[src/rtl/branch_resolve_unit.sv]
// Branch compare, PC-select and 2-bit saturating-counter BHT with registered mispredict redirect.
// Optional performance counters are enabled by defining BRU_PERF_CNT_EN.
module branch_resolve_unit #(
  parameter int unsigned XLEN      = 32,
  parameter int unsigned BHT_DEPTH = 16,
  parameter int unsigned PC_LSB    = 2
) (
  input  logic            clk,
  input  logic            rst_n,
  input  logic [XLEN-1:0] if_pc,
  output logic            if_pred_taken,
  input  logic            ex_valid,
  input  logic [XLEN-1:0] ex_pc,
  input  logic [XLEN-1:0] DataA,
  input  logic [XLEN-1:0] DataB,
  input  logic [2:0]      Branch,
  input  logic            Jump,
  input  logic            ex_pred_taken,
  output logic            BrEq,
  output logic            BrLT,
  output logic            PCSel,
  output logic            redirect,
`ifdef BRU_PERF_CNT_EN
  output logic            redirect_taken,
  output logic [31:0]     perf_br_cnt,
  output logic [31:0]     perf_mis_cnt
`else
  output logic            redirect_taken
`endif
);

  localparam int unsigned IDX_W = $clog2(BHT_DEPTH);

  logic [1:0]       bht_q [BHT_DEPTH];
  logic [IDX_W-1:0] if_idx;
  logic [IDX_W-1:0] ex_idx;
  logic [1:0]       ex_ctr;
  logic [1:0]       ctr_d;
  logic             cond;
  logic             is_br;
  logic             mispredict;
  logic             redirect_q;
  logic             redirect_taken_q;
  logic             unused_pc;

  assign if_idx    = if_pc[PC_LSB +: IDX_W];
  assign ex_idx    = ex_pc[PC_LSB +: IDX_W];
  assign unused_pc = ^{if_pc, ex_pc};

  // No bypass: a same-cycle read of the entry being trained sees the old counter.
  assign if_pred_taken = bht_q[if_idx][1];
  assign ex_ctr        = bht_q[ex_idx];

  assign BrEq = (DataA == DataB);
  assign BrLT = Branch[2] ? (DataA < DataB) : ($signed(DataA) < $signed(DataB));

  always_comb begin
    cond = 1'b0;
    unique case (Branch)
      3'b000:          cond = BrEq;
      3'b001:          cond = !BrEq;
      3'b010, 3'b100:  cond = BrLT;
      3'b011, 3'b101:  cond = !BrLT;
      default:         cond = 1'b0;
    endcase
  end

  assign PCSel      = ex_valid & (Jump | cond);
  assign is_br      = ex_valid & !Jump & (Branch <= 3'b101);
  assign mispredict = ex_valid & (PCSel != ex_pred_taken);

  always_comb begin
    ctr_d = ex_ctr;
    if (PCSel) begin
      if (ex_ctr != 2'b11) ctr_d = ex_ctr + 2'd1;
    end else begin
      if (ex_ctr != 2'b00) ctr_d = ex_ctr - 2'd1;
    end
  end

  always_ff @(posedge clk or negedge rst_n) begin
    if (!rst_n) begin
      for (int unsigned i = 0; i < BHT_DEPTH; i++) bht_q[i] <= 2'b01;
    end else if (is_br) begin
      bht_q[ex_idx] <= ctr_d;
    end
  end

  always_ff @(posedge clk or negedge rst_n) begin
    if (!rst_n) begin
      redirect_q       <= 1'b0;
      redirect_taken_q <= 1'b0;
    end else begin
      redirect_q       <= mispredict;
      redirect_taken_q <= mispredict & PCSel;
    end
  end

  assign redirect       = redirect_q;
  assign redirect_taken = redirect_taken_q;

`ifdef BRU_PERF_CNT_EN
  logic [31:0] perf_br_q;
  logic [31:0] perf_mis_q;

  always_ff @(posedge clk or negedge rst_n) begin
    if (!rst_n) begin
      perf_br_q  <= '0;
      perf_mis_q <= '0;
    end else begin
      if (is_br)              perf_br_q  <= perf_br_q + 32'd1;
      if (is_br & mispredict) perf_mis_q <= perf_mis_q + 32'd1;
    end
  end

  assign perf_br_cnt  = perf_br_q;
  assign perf_mis_cnt = perf_mis_q;
`endif

endmodule
[config.mk]
export PLATFORM = sky130hd
export DESIGN_NAME = branch_resolve_unit
export DESIGN_NICKNAME = d
export VERILOG_FILES = /design/src/rtl/branch_resolve_unit.sv
export SDC_FILE = /design/constraint.sdc
export NUM_CORES = 1
export LEC_CHECK = 0
export BUFFER_PORTS_ARGS = -buffer_cell sky130_fd_sc_hd__buf_2
export CORE_MARGIN = 1
export CORE_UTILIZATION = 47
export CTS_CLUSTER_DIAMETER = 50
export DETAILED_ROUTE_END_ITERATION = 10
export PLACE_DENSITY_LB_ADDON = 0.2
export SYNTH_ARGS = -nofsm -noshare
export SYNTH_HDL_FRONTEND = slang
export SYNTH_SLANG_ARGS = --single-unit
export TNS_END_PERCENT = 50
[constraint.sdc]
create_clock -name clk -period 2.48 [get_ports clk]
set_clock_uncertainty 0.2 [all_clocks]
set_input_delay 0.124 -clock clk [delete_from_list [all_inputs] [get_ports clk]]
set_output_delay 0.124 -clock clk [all_outputs]
set_load 0.005 [all_outputs]
* After elaboration in Yosys (flattened, before gate mapping)
Index checks and enable logic that the tools add are counted.
** Word-level totals
- Output and inout bits :: 6
- Latch bits :: 0
- ROM bits :: 0
- Input bits :: 136
- Memories :: 0
- Memory bits (writable) :: 0
- Bits in registers :: 34
- Logic and storage cells :: 64
** Cells by class
- Add/sub/neg operators :: 2
- Equal/unequal tests :: 8
- Muxes and demuxes :: 14
- Multipliers :: 0
- Bitwise operators :: 8
- Divide/modulo/power cells :: 0
- Shift-type cells :: 0
- Reductions and logical operators :: 8
- Magnitude comparators :: 6
** Operators with widths (number)
- 32-bit < comparator :: 2
- 32-bit bitwise mux :: 1
- 32-bit equality test :: 1
- 2-bit binary-select mux with 4-bit select :: 2
- 2-bit two-way mux :: 8
- 5-bit greater-or-equal comparator (second input constant) :: 2
- 4-bit NOT with 5-bit output :: 2
- 2-bit demux with 4-bit select :: 1
- 3-bit by 2-bit equality test with 1-bit output (second input constant) :: 2
- 3-bit equality test (second input constant) :: 2
- 1-bit bitwise AND :: 5
- 5-bit by 1-bit < comparator with 1-bit output (second input constant) :: 1
- 1-bit case mux with 4 select lines :: 1
- 2-bit OR reduction :: 2
- 3-bit by 1-bit equality test with 1-bit output (second input constant) :: 1
- 3-bit <= comparator (second input constant) :: 1
- 1-bit zero test :: 3
- 3-bit zero test :: 1
- 2-bit by 1-bit adder with 2-bit output (second input constant) :: 1
- 2-bit != test (second input constant) :: 1
- 2-bit nonzero test :: 1
- 2-bit by 1-bit subtractor with 2-bit output (second input constant) :: 1
- 1-bit logical AND :: 1
- 1-bit two-way mux :: 1
- other kinds (2) :: 2

* Depth between registers and ports, before layout
Gate-level depths: netlist of the first run.
- Depth after elaboration :: 9
- Mapped depth :: 10
- Mapped depth without buffers :: 9

* Worst setup path before layout of the first run
OpenSTA, ideal clock, no wires.
- Path kind :: input-to-reg
- From :: input DataB[10]
- To :: register bht_q[25] in the netlist's numbering
- Data required time :: 2143 ps
- Library setup time :: 137 ps
- Setup slack :: 131 ps
- Arrival time :: 2012 ps
- Stages on the path :: 10
- Buffers on the path :: 1
- Cell sequence :: inv_1 > ha_1 > and4_1 > nor4b_2 > a21boi_0 > o311ai_1 > a21oi_1 > o31ai_4 > buf_6 > a31oi_1
** Between the ends
- Cells in the longest elaborated chain, start to end :: 8
- Elaborated cells between the ends (all ways) :: 11
- Those cells by class :: order compare (2); eq/ne (1); mux (4); bitwise (2); reduce/logical (2)
** Ends and longest elaborated chain
- start, declared :: line 15 : input logic [XLEN-1:0] DataB,
- 32-bit < comparator :: line 55 : assign BrLT = Branch[2] ? (DataA < DataB) : ($signed(DataA) < $signed(DataB));
- 1-bit two-way mux :: line 55
- 1-bit zero test :: line 63 : 3'b011, 3'b101: cond = !BrLT;
- 1-bit case mux with 4 select lines * :: line 59 : unique case (Branch)
- 1-bit bitwise OR * :: line 68 : assign PCSel = ex_valid & (Jump | cond);
- 1-bit bitwise AND * :: line 68
- 2-bit two-way mux * :: line 74 : if (PCSel) begin
- 32-bit bitwise mux * :: line 85 : bht_q[ex_idx] <= ctr_d;
- end signal, assigned by index :: line 85
- end, declared :: line 34 : logic [1:0] bht_q [BHT_DEPTH];
Every way passes the cells marked *; elsewhere a longest branch is shown, timed or not.
A chain may end at the register's enable or synchronous reset.

* Worst setup path after layout of the first run
- From :: input DataB[31]
- To :: output PCSel
** Between the ends
- Cells in the longest elaborated chain, start to end :: 6
- Elaborated cells between the ends (all ways) :: 9
- Those cells by class :: order compare (2); eq/ne (1); mux (2); bitwise (2); reduce/logical (2)
** Ends and longest elaborated chain
- 32-bit < comparator :: line 55
- 1-bit two-way mux :: line 55
- 1-bit zero test :: line 63
- 1-bit case mux with 4 select lines * :: line 59
- 1-bit bitwise OR * :: line 68
- 1-bit bitwise AND * :: line 68
- end, declared :: line 21 : output logic PCSel,
Marked as above.

==> results of run 1 <==
[registers in the layout, indices dropped and copies added (netlist names)]
name and cells:
bht_q 32, redirect 1, redirect_taken 1
[metrics by stage]
step | power, uW | cells
2_1_floorplan | 1370 | 298
3_3_place_gp | 1600 | 466
3_5_place_dp | 1630 | 466
4_1_cts | 2180 | 478
5_1_grt | 2310 | 478
6_report | 2180 | 478
[synthesized netlist by cell type, drive strengths merged (3+ instances only)]
cell type and number:
inv 36, dfrtp 18, buf 4, nor4 3, mux4 13, nand4 5, clkbuf 3, nand2 13
nor3 10, a31oi 26, nand3 4, nand2b 5, a21oi 14, o21ai 6, ha 32, a2bb2oi 6
nor2b 6, nor2 48, a22o 3, dfstp 16
[layer usage]
metal,up-vias,part of all wire,global-route usage
met1,1254,0.43,0.290
met2,70,0.51,0.434
met3,11,0.053,0.0393
met4,0,0.012,0.0625
li1,1317,-,-
met5,-,0,0
[repair_timing]
action	in CTS	in global routing
endpoints found under the setup margin	16	3
hold endpoints to repair	20	0
pin swaps	2	0
hold buffers	4	0
gates resized for setup	3	5
[power by group through the flow]
stage	Combinational, uW	Sequential, uW	Clock [uW]
final	802	837	541
after global routing	884	856	566
after CTS	805	836	540
after detailed placement	789	844	0
after global placement	767	836	0
after floorplan	556	811	0
[area by class of cell]
class	count	area [um^2]	share of cell area
timing repair buffer	104	603	0.162
tap	75	93.8	0.0253
inverter	36	135	0.0364
multi-input combinational	221	1890	0.510
sequential	34	871	0.235
clock buffer	7	86.3	0.0233
clock inverter	1	30.0	0.00809
[kinds of logic (layout without fill, tap and decap cells)]
family,after synthesis,after routing,synth area share
compound gates,69,69,0.210
mux,15,15,0.111
fa+ha+maj,32,32,0.137
simple gates,103,103,0.172
xor+xnor,2,2,0.00601
buf+inv,43,148,0.0648
flops,34,34,0.299
[path summary, 6_finish.rpt]
kind | from | to | slack [ns] | depth (start not counted)
worst max-delay path | DataB[31] | PCSel | 0.08 | 11
worst min-delay path | ex_pc[4] | bht_q[29]$_DFFE_PN0P_ | 0.13 | 3
worst max register to register | bht_q[16]$_DFFE_PN1P_ | bht_q[18]$_DFFE_PN1P_ | 0.10 | 7
worst min register to register | bht_q[20]$_DFFE_PN1P_ | bht_q[20]$_DFFE_PN1P_ | 0.30 | 2
max in group asynchronous | rst_n | bht_q[5]$_DFFE_PN0P_ | 1.34 | 2
min in group asynchronous | rst_n | redirect$_DFF_PN0_ | 0.24 | 2
[placed cells by master, fill, tap and decap left out, types with 2 or more instances in the layout]
cell type and count:
a2bb2oi_1 3, a31oi_1 16, dfstp_2 16, a22o_1 3
buf_12 2, o31ai_4 2, dfrtp_1 18, mux4_2 10
nor2b_1 6, nand4_1 4, mux2i_1 2, ha_1 32
buf_2 85, nor2_1 48, buf_4 13, a21oi_1 13
nand2b_1 5, clkbuf_8 6, inv_1 35, mux4_1 3
dlygate4sd3_1 4, a31oi_2 9, nor3_1 9, nand3_1 4
nor4_1 2, xnor2_1 2, nand3b_1 2, a2bb2oi_2 3
o21ai_0 5, nand2_1 13
[worst max-delay path, stage by stage]
cell,delay [ns]
buf_2,0.08
inv_1,0.03
ha_1,0.31
nand4_2,0.16
nor4_1,0.30
and3_2,0.25
xnor2_1,0.09
o311ai_4,0.41
nor3_4,0.09
nor2_1,0.10
buf_2,0.12
==> summary.md, run 1 <==
| Metric | Value |
|---|---|
| Share of layout cells above drive strength 1 | `0.397` |
| Pins Over Slew Limit | `0` |
| Area leader, netlist | `dfrtp_1` |
| Root Buffer | `clkbuf_8` |
| Initial antenna violation count | `0` |
| Worst hold slack | `between 0.1 and 0.15 ns` |
| Global-route wire length before repair | `around 12 mm` |
| # rows | `28` |
| Post-synth EDFFs | `0` |
| Crit path kind | `in2out` |
| Post-detailed-route wirelength per cell | `14.9 um` |
| Post-CTS Setup Inserts | `0` |
| Gpl congestion | `0.906` |
| Area delta synth->final | `27.3%` |
| Largest net degree at the start of global routing | `35` |
| Maximum vdd drop | `0.000377 V` |
| Pint | `1480 uW` |
| Synth cell types | `between 50 and 60` |
| Final setup margin | `0.0809 ns` |
| Pre-CTS worst setup slack | `-0.141 ns` |
| Vias per inst | `around 5.5` |
| Primary FF master, synth | `dfrtp_1` |
| Async set-reset flop share out of synthesis | `1.00` |
| Period utilisation layout | `0.967` |
| CP arrival | `2.08 ns` |
| CTS clk-pin slew, worst paths | `0.07 ns` |
| Ports | `about 140` |
| Nets | `570` |
| Number of buffers created by CTS | `5` |
| Fin area | `roughly 0.0037 mm^2` |
| Synth top area cells | `dfrtp_1 (15%), dfstp_2 (14%), ha_1 (14%)` |
| Critical path endpoint category | `output port` |
| Post-synthesis register bit count | `34` |
| CP Max Fanout | `3` |
| Syn avg cell area | `about 9.8 um^2` |
| Worst-margin pin slew | `0.773 ns` |
| Die footprint | `0.00652 mm^2` |
| Fill cells | `482` |
| Worst-case clock buffer depth | `2` |
| Endpoints failing hold | `0` |
| Remaining Overflow, GRT | `0` |
| I/O Buffers | `85` |
| Vias in the first global route | `~2,700` |
| Mapped Cells | `just under 300` |
| Initial Util | `0.489` |
| DRT iter0 DRCs | `123` |
| GRT Util Overall | `0.238` |
| DRT Wirelength | `between 7 and 8 mm` |
| Setup TNS after final layout | `0 ns` |
| Die X | `80.8 um` |
| Pwr dens | `587 mW/mm^2` |
| H-Tree Depth | `2` |
| CTS tree | `built` |
| P_leak | `0.00176 uW` |
| Part of the power in combinational logic | `0.368` |
| Final min period | `2.40 ns` |
| DR pass1 iterations | `4` |
| Sequential area share after synthesis | `0.299` |
| RSZ-0062 raised after global routing | `yes` |
| Sequential share of power | `0.384` |
| Status | `completed` |
| Vias | `2,652` |
| Worst-skew pair later-pin latency | `0.30 ns` |
| Clock share of power | `0.248` |
| Required time worst endpoint | `2.16 ns` |
| Chip height | `80.8 um` |
| Worst hold path type | `in2reg` |
| Area after DPL | `0.00352 mm^2` |
| Max_cap viols | `0` |
| Antenna-violating nets left | `0` |
| Psw | `695 uW` |
| CP Launch Type | `input port` |
| Core Box Area | `0.00596 mm^2` |
| Antenna Cells | `0` |
| Util after Layout | `0.623` |
| Post-synth top area share | `0.155` |
| Warnings from Yosys | `0` |
| Post-DP HPWL | `5.56 mm` |
| Slew HR | `0.484` |
| Highest clock rate | `417 MHz` |
| DR DRC count | `0` |
| Cell area after synthesis | `0.00292 mm^2` |
| Clock sinks | `34` |
| Mapped Nets | `466` |
| Sw Ratio | `0.319` |
| Final Setup Violations | `0` |
Power figures use the tool's default switching activity.
==> run 2, diff against run 1 <==
--- a/config.mk
+++ b/config.mk
@@ -7,7 +7,7 @@
 export LEC_CHECK = 0
 export BUFFER_PORTS_ARGS = -buffer_cell sky130_fd_sc_hd__buf_2
 export CORE_MARGIN = 1
-export CORE_UTILIZATION = 47
+export CORE_UTILIZATION = 51
 export CTS_CLUSTER_DIAMETER = 50
 export DETAILED_ROUTE_END_ITERATION = 10
 export PLACE_DENSITY_LB_ADDON = 0.2
==> constraint.sdc (replaced) <==
create_clock -name clk -period 3.1 [get_ports clk]
set_clock_uncertainty 0.2 [all_clocks]
set_input_delay 0.155 -clock clk [delete_from_list [all_inputs] [get_ports clk]]
set_output_delay 0.155 -clock clk [all_outputs]
set_load 0.005 [all_outputs]
==> summary.md, run 2 (synthesis results as in run 1) <==
| Metric | Value |
|---|---|
| Pwr dens | `443 mW/mm^2 (-25%)` |
| Antenna-violating nets left | `0 (unchanged)` |
| Die X | `77.6 um (-3.9%)` |
| Endpoints failing hold | `0 (unchanged)` |
| Worst-margin pin slew | `0.980 ns (+0.207 ns)` |
| P_leak | `0.00167 uW (-4.7%)` |
| CP arrival | `2.82 ns (+0.74 ns)` |
| Crit path kind | `in2reg` |
| Maximum vdd drop | `0.000238 V (-37%)` |
| Max incr delay on CP | `0.55 ns (+0.14 ns)` |
| Die footprint | `0.00602 mm^2 (-7.6%)` |
| GRT Util Overall | `0.239 (+0.000876)` |
| Most flops, register | `bht_q` |
| Chip height | `77.6 um (-3.9%)` |
| H-Tree Depth | `2 (unchanged)` |
| Vias in the first global route | `2,589 (-2.6%)` |
| CP Max Fanout | `4 (+1)` |
| Reg area | `871 um^2 (unchanged)` |
| Core Box Area | `0.00551 mm^2 (-7.5%)` |
| Period utilisation layout | `0.919` |
| Final min period | `2.85 ns` |
| Highest clock rate | `351 MHz` |
| # rows | `27 (-3.6%)` |
| Antenna Cells | `0 (unchanged)` |
| Nets | `560 (-1.8%)` |
| Remaining Overflow, GRT | `0 (unchanged)` |
| Setup TNS after final layout | `0 ns (unchanged)` |
| Critical path endpoint category | `flop` |
| Commonest non-fill, non-tap cell in the layout | `buf_2` |
| Fill cells | `460 (-4.6%)` |
| Vias | `2,623 (-1.1%)` |
| RSZ-0062 raised after global routing | `no` |
| Gpl congestion | `0.811 (-10%)` |
| Critical path buffers and inverters | `4 (+1)` |
| DR pass1 iterations | `4 (unchanged)` |
| Worst hold path type | `in2reg` |
| Post-CTS Setup Inserts | `0 (unchanged)` |
| Required time worst endpoint | `3.07 ns (+0.91 ns)` |
| Cell Chain, Critical Path | `buf_2, inv_1, ha_1, nand4_2, nor4_1, and3_2, xnor2_1, o311ai_4, nor3_1, buf_4, mux2i_1, dlygate4sd3_1` |
| Commonest cells after routing, fill and taps aside | `buf_2 (85), nor2_1 (48), inv_1 (35)` |
| Status | `completed` |
| Number of buffers created by CTS | `5 (unchanged)` |
| Share of layout cells above drive strength 1 | `0.365 (-0.0322)` |
| Multi-input gate area | `0.00186 mm^2 (-2.0%)` |
| GRT Max-Usage Layer | `met2` |
| Final Setup Violations | `0 (unchanged)` |
| Worst-skew pair later-pin latency | `0.28 ns (-0.02 ns)` |
| Initial antenna violation count | `0 (unchanged)` |
| DR DRC count | `0 (unchanged)` |
| Met2 Track Usage GR | `0.442 (+0.00769)` |
| Slowest stage cell, crit path | `dlygate4sd3_1` |
| Worst-case clock buffer depth | `2 (unchanged)` |
| CTS clk-pin slew, worst paths | `0.06 ns (about the same)` |
| Area after DPL | `0.00341 mm^2 (-3.2%)` |
| Vias per inst | `5.65 (+1.9%)` |
| Clock sinks | `34 (unchanged)` |
| CP delay by family, top | `simple AND/OR/NAND/NOR gates` |
| Slew HR | `0.346 (-0.138)` |
| Area delta synth->final | `21.2%` |
| CP Launch Type | `input port` |
| Global-route wire length before repair | `11.4 mm (-5.4%)` |
| CTS tree | `built` |
| DRT iter0 DRCs | `127 (+3.3%)` |
| Post-detailed-route wirelength per cell | `14.2 um (-4.5%)` |
| Fin area | `0.00353 mm^2 (-4.8%)` |
| DRT Wirelength | `6.60 mm (-7.3%)` |
| Largest net degree at the start of global routing | `35 (unchanged)` |
| Met3 Usage GRT | `0.0459 (+0.00656)` |
| Met1 usage | `0.276 (-0.0144)` |
| Post-DP HPWL | `5.11 mm (-8.1%)` |
| Initial Util | `0.529 (+0.0399)` |
| Max_cap viols | `0 (unchanged)` |
| Ports | `142 (unchanged)` |
| Max reg flops | `32 (unchanged)` |
| Pins Over Slew Limit | `0 (unchanged)` |
| I/O Buffers | `85 (unchanged)` |
| Root Buffer | `clkbuf_8` |
## run 2: repair_timing
action                    in CTS  in global routing
resized for setup              0                  0
hold endpoints to repair      20                  0
hold buffers                   5                  0
## run 2: path summary, 6_finish.rpt
kind	slack [ns]	start	depth (start not counted)	end
min in group asynchronous	0.28	rst_n	2	redirect$_DFF_PN0_
worst max-delay path	0.25	DataB[31]	12	redirect$_DFF_PN0_
worst min register to register	0.30	bht_q[24]$_DFFE_PN1P_	2	bht_q[24]$_DFFE_PN1P_
worst min-delay path	0.16	ex_pc[4]	3	bht_q[29]$_DFFE_PN0P_
max in group asynchronous	1.94	rst_n	2	bht_q[3]$_DFFE_PN0P_
worst max register to register	0.63	bht_q[17]$_DFFE_PN0P_	4	bht_q[22]$_DFFE_PN1P_
## run 2: cell type report
cell class / instances / area share
Multi-Input combinational cell: 221 / 0.525
Sequential cell: 34 / 0.246
Timing Repair Buffer: 94 / 0.143
Inverter: 36 / 0.0382
Tap cell: 72 / 0.0255
Clock buffer: 7 / 0.0216
## run 2: power by group
| group | switching (uW) | internal, uW | leakage (uW) |
|---|---|---|---|
| Clock | 148 | 154 | 0.0000383 |
| Combinational | 295 | 302 | 0.00124 |
| Sequential | 71.4 | 596 | 0.000391 |
| Total | 514 | 1050 | 0.00167 |
## run 2: stage by stage
step | hold slack, ns | power (uW) | setup slack (ns) | cells | util
6_report | 0.165 | 1570 | 0.253 | 464 | 0.642
3_5_place_dp | 0.0608 | 1260 | 0.364 | 452 | 0.619
4_1_cts | 0.148 | 1580 | 0.286 | 464 | 0.642
5_1_grt | 0.208 | 1670 | 0.108 | 464 | 0.642
2_1_floorplan | -0.341 | 1090 | 0.720 | 298 | -
3_3_place_gp | 0.0676 | 1250 | 0.440 | 452 | 0.619
## run 2: layer usage
layer  wire length, um  share of wire
met2              3290           0.50
met5                 0              0
met3               458          0.069
met4                94          0.014
met1              2760           0.42
## run 2: worst register-to-register path: stages, from the launching register on
cell     delay [ns]
dfrtp_1        0.39
mux4_2         0.49
a22o_1         0.29
o21ai_2        0.79
a31oi_1        0.20
==> run 3, diff against run 2 <==
--- a/config.mk
+++ b/config.mk
@@ -7,7 +7,8 @@
 export LEC_CHECK = 0
 export BUFFER_PORTS_ARGS = -buffer_cell sky130_fd_sc_hd__buf_2
 export CORE_MARGIN = 1
-export CORE_UTILIZATION = 51
+export CORE_UTILIZATION = 52
+export CTS_BUF_LIST = sky130_fd_sc_hd__clkbuf_4
 export CTS_CLUSTER_DIAMETER = 50
 export DETAILED_ROUTE_END_ITERATION = 10
 export PLACE_DENSITY_LB_ADDON = 0.2
==> summary.md, run 3 (synthesis results as in run 1) <==
| Metric | Value |
|---|---|
| Cell Chain, Critical Path | `buf_2, inv_1, ha_1, nand4_2, nor4_1, and3_2, xnor2_1, o311ai_4, nor3_1, mux2i_1, dlygate4sd3_1` |
| Chip height | `76.9 um (-0.94%)` |
| CTS clk-pin slew, worst paths | `0.11 ns (+0.05 ns)` |
| Die footprint | `0.00591 mm^2 (-1.9%)` |
| RSZ-0062 raised after global routing | `no` |
| CP Launch Type | `input port` |
| Commonest cells after routing, fill and taps aside | `buf_2 (85), nor2_1 (48), inv_1 (35)` |
| Number of buffers created by CTS | `5 (unchanged)` |
| Vias | `2,675 (+2.0%)` |
| GRT Util Overall | `0.261 (+0.0219)` |
| Ports | `142 (unchanged)` |
| Remaining Overflow, GRT | `0 (unchanged)` |
| Post-detailed-route wirelength per cell | `15.1 um (+6.2%)` |
| Pwr dens | `456 mW/mm^2 (+2.9%)` |
| Maximum vdd drop | `0.000263 V (+10%)` |
| DRT iter0 DRCs | `145 (+14%)` |
| Die X | `76.9 um (-0.94%)` |
| Worst hold path type | `in2reg` |
| Dpl cells | `449 (-0.66%)` |
| Antenna Cells | `0 (unchanged)` |
| Max_cap viols | `0 (unchanged)` |
| Initial antenna violation count | `0 (unchanged)` |
| DRT Wirelength | `6.98 mm (+5.7%)` |
| Status | `completed` |
| Required time worst endpoint | `3.19 ns (+0.12 ns)` |
| Core Box Area | `0.00524 mm^2 (-4.9%)` |
| Highest clock rate | `347 MHz (-1.1%)` |
| Worst-case clock buffer depth | `2 (unchanged)` |
| H-Tree Depth | `2 (unchanged)` |
| Commonest non-fill, non-tap cell in the layout | `buf_2` |
| Pins Over Slew Limit | `0 (unchanged)` |
| I/O Buffers | `85 (unchanged)` |
| Critical path endpoint category | `flop` |
| Post-CTS Setup Inserts | `0 (unchanged)` |
| CP Max Fanout | `4 (unchanged)` |
| Final Setup Violations | `0 (unchanged)` |
| Fill cells | `448 (-2.6%)` |
| DR pass1 iterations | `4 (unchanged)` |
| Crit path kind | `in2reg` |
| Worst-margin pin slew | `0.977 ns (-0.00375 ns)` |
| R2R Setup Slk | `0.60 ns (-0.03 ns)` |
| Area delta synth->final | `21.1%` |
| Root Buffer | `clkbuf_4` |
| Max incr delay on CP | `0.55 ns (about the same)` |
| Nets | `559 (-0.18%)` |
| Antenna-violating nets left | `0 (unchanged)` |
| Period utilisation layout | `0.929 (+0.0104)` |
| # rows | `26 (-3.7%)` |
| Vias per inst | `5.79 (+2.4%)` |
| Endpoints failing hold | `0 (unchanged)` |
| Share of layout cells above drive strength 1 | `0.370 (+0.00510)` |
| Final min period | `2.88 ns (+0.0322 ns)` |
| Most flops, register | `bht_q` |
| Setup TNS after final layout | `0 ns (unchanged)` |
| Global-route wire length before repair | `12.0 mm (+5.7%)` |
| CP arrival | `2.97 ns (+0.15 ns)` |
| Slew HR | `0.349 (+0.00250)` |
| Largest net degree at the start of global routing | `35 (unchanged)` |
| Worst-skew pair later-pin latency | `0.35 ns (+0.07 ns)` |
| Initial Util | `0.557 (+0.0272)` |
| Vias in the first global route | `2,678 (+3.4%)` |
| Max reg flops | `32 (unchanged)` |
| P_leak | `0.00168 uW (+0.18%)` |
| CTS tree | `built` |
| Clock sinks | `34 (unchanged)` |
| DR DRC count | `0 (unchanged)` |
| Gpl congestion | `0.805 (-0.79%)` |
| Post-Layout Cell Count | `462 (-0.43%)` |
| Slowest stage cell, crit path | `dlygate4sd3_1` |
| Post-DP HPWL | `5.33 mm (+4.2%)` |
-- run 3: cell count changes in the layout (fill, tap and decap cells not counted), sizes merged --
cell / before / now
buf: 89 / 88
bufinv: 0 / 1
-- run 3: layout make-up --
| class | instances | area [um^2] | area share |
|---|---|---|---|
| Inverter | 36 | 135 | 0.0383 |
| Clock buffer | 7 | 52.6 | 0.0149 |
| Timing Repair Buffer | 93 | 498 | 0.141 |
| Tap cell | 70 | 87.6 | 0.0248 |
| Sequential cell | 34 | 871 | 0.247 |
| Clock inverter | 1 | 30.0 | 0.00851 |
| Multi-Input combinational cell | 221 | 1860 | 0.526 |
-- run 3: per-stage QoR --
stage | hold WS (ns) | power, uW | setup WS (ns) | util | instance area [um^2]
2_1_floorplan | -0.341 | 1090 | 0.720 | - | 2920
3_3_place_gp | 0.0625 | 1240 | 0.399 | 0.649 | 3400
3_5_place_dp | 0.0609 | 1270 | 0.347 | 0.649 | 3400
4_1_cts | 0.0737 | 1610 | 0.249 | 0.674 | 3530
5_1_grt | 0.0985 | 1710 | 0.0665 | 0.674 | 3530
6_report | 0.0960 | 1610 | 0.220 | 0.674 | 3530
-- run 3: worst paths after layout --
kind,to,depth (start not counted),from
worst max-delay path,redirect$_DFF_PN0_,11,DataB[31]
worst min-delay path,bht_q[24]$_DFFE_PN1P_,4,ex_pc[4]
worst max register to register,bht_q[20]$_DFFE_PN1P_,4,bht_q[5]$_DFFE_PN0P_
worst min register to register,bht_q[22]$_DFFE_PN1P_,2,bht_q[22]$_DFFE_PN1P_
max in group asynchronous,bht_q[13]$_DFFE_PN0P_,2,rst_n
min in group asynchronous,bht_q[17]$_DFFE_PN0P_,2,rst_n
-- run 3: routing by layer --
layer	vias to the layer above	routed length, um	track usage
met3	24	380	0.0488
met4	0	226	0.137
li1	1293	-	-
met5	-	0	0
met2	95	3430	0.428
met1	1263	2950	0.326
-- run 3: report_power, final --
group | total [uW] | switching (uW) | internal [uW]
registers | 667 | 72.4 | 595
logic | 604 | 303 | 301
clock network | 339 | 151 | 189
-- run 3: worst max-delay path, delay by kind of cell --
| kind | cells | cell delay (ns) |
|---|---|---|
| AO/OA/AOI/OAI | 1 | 0.16 |
| AND/OR/NAND/NOR | 4 | 1.25 |
| buffers and inverters | 3 | 0.66 |
| adder cells (fa/ha/maj) | 1 | 0.34 |
| XOR/XNOR | 1 | 0.17 |
| multiplexers | 1 | 0.23 |
-- run 3: timing repair --
action | 4_1_cts | 5_1_grt
endpoints found under the hold margin | 20 | 0
hold buffers | 5 | 0
gates resized for setup | 0 | 0
endpoints found under the setup margin | 0 | 0
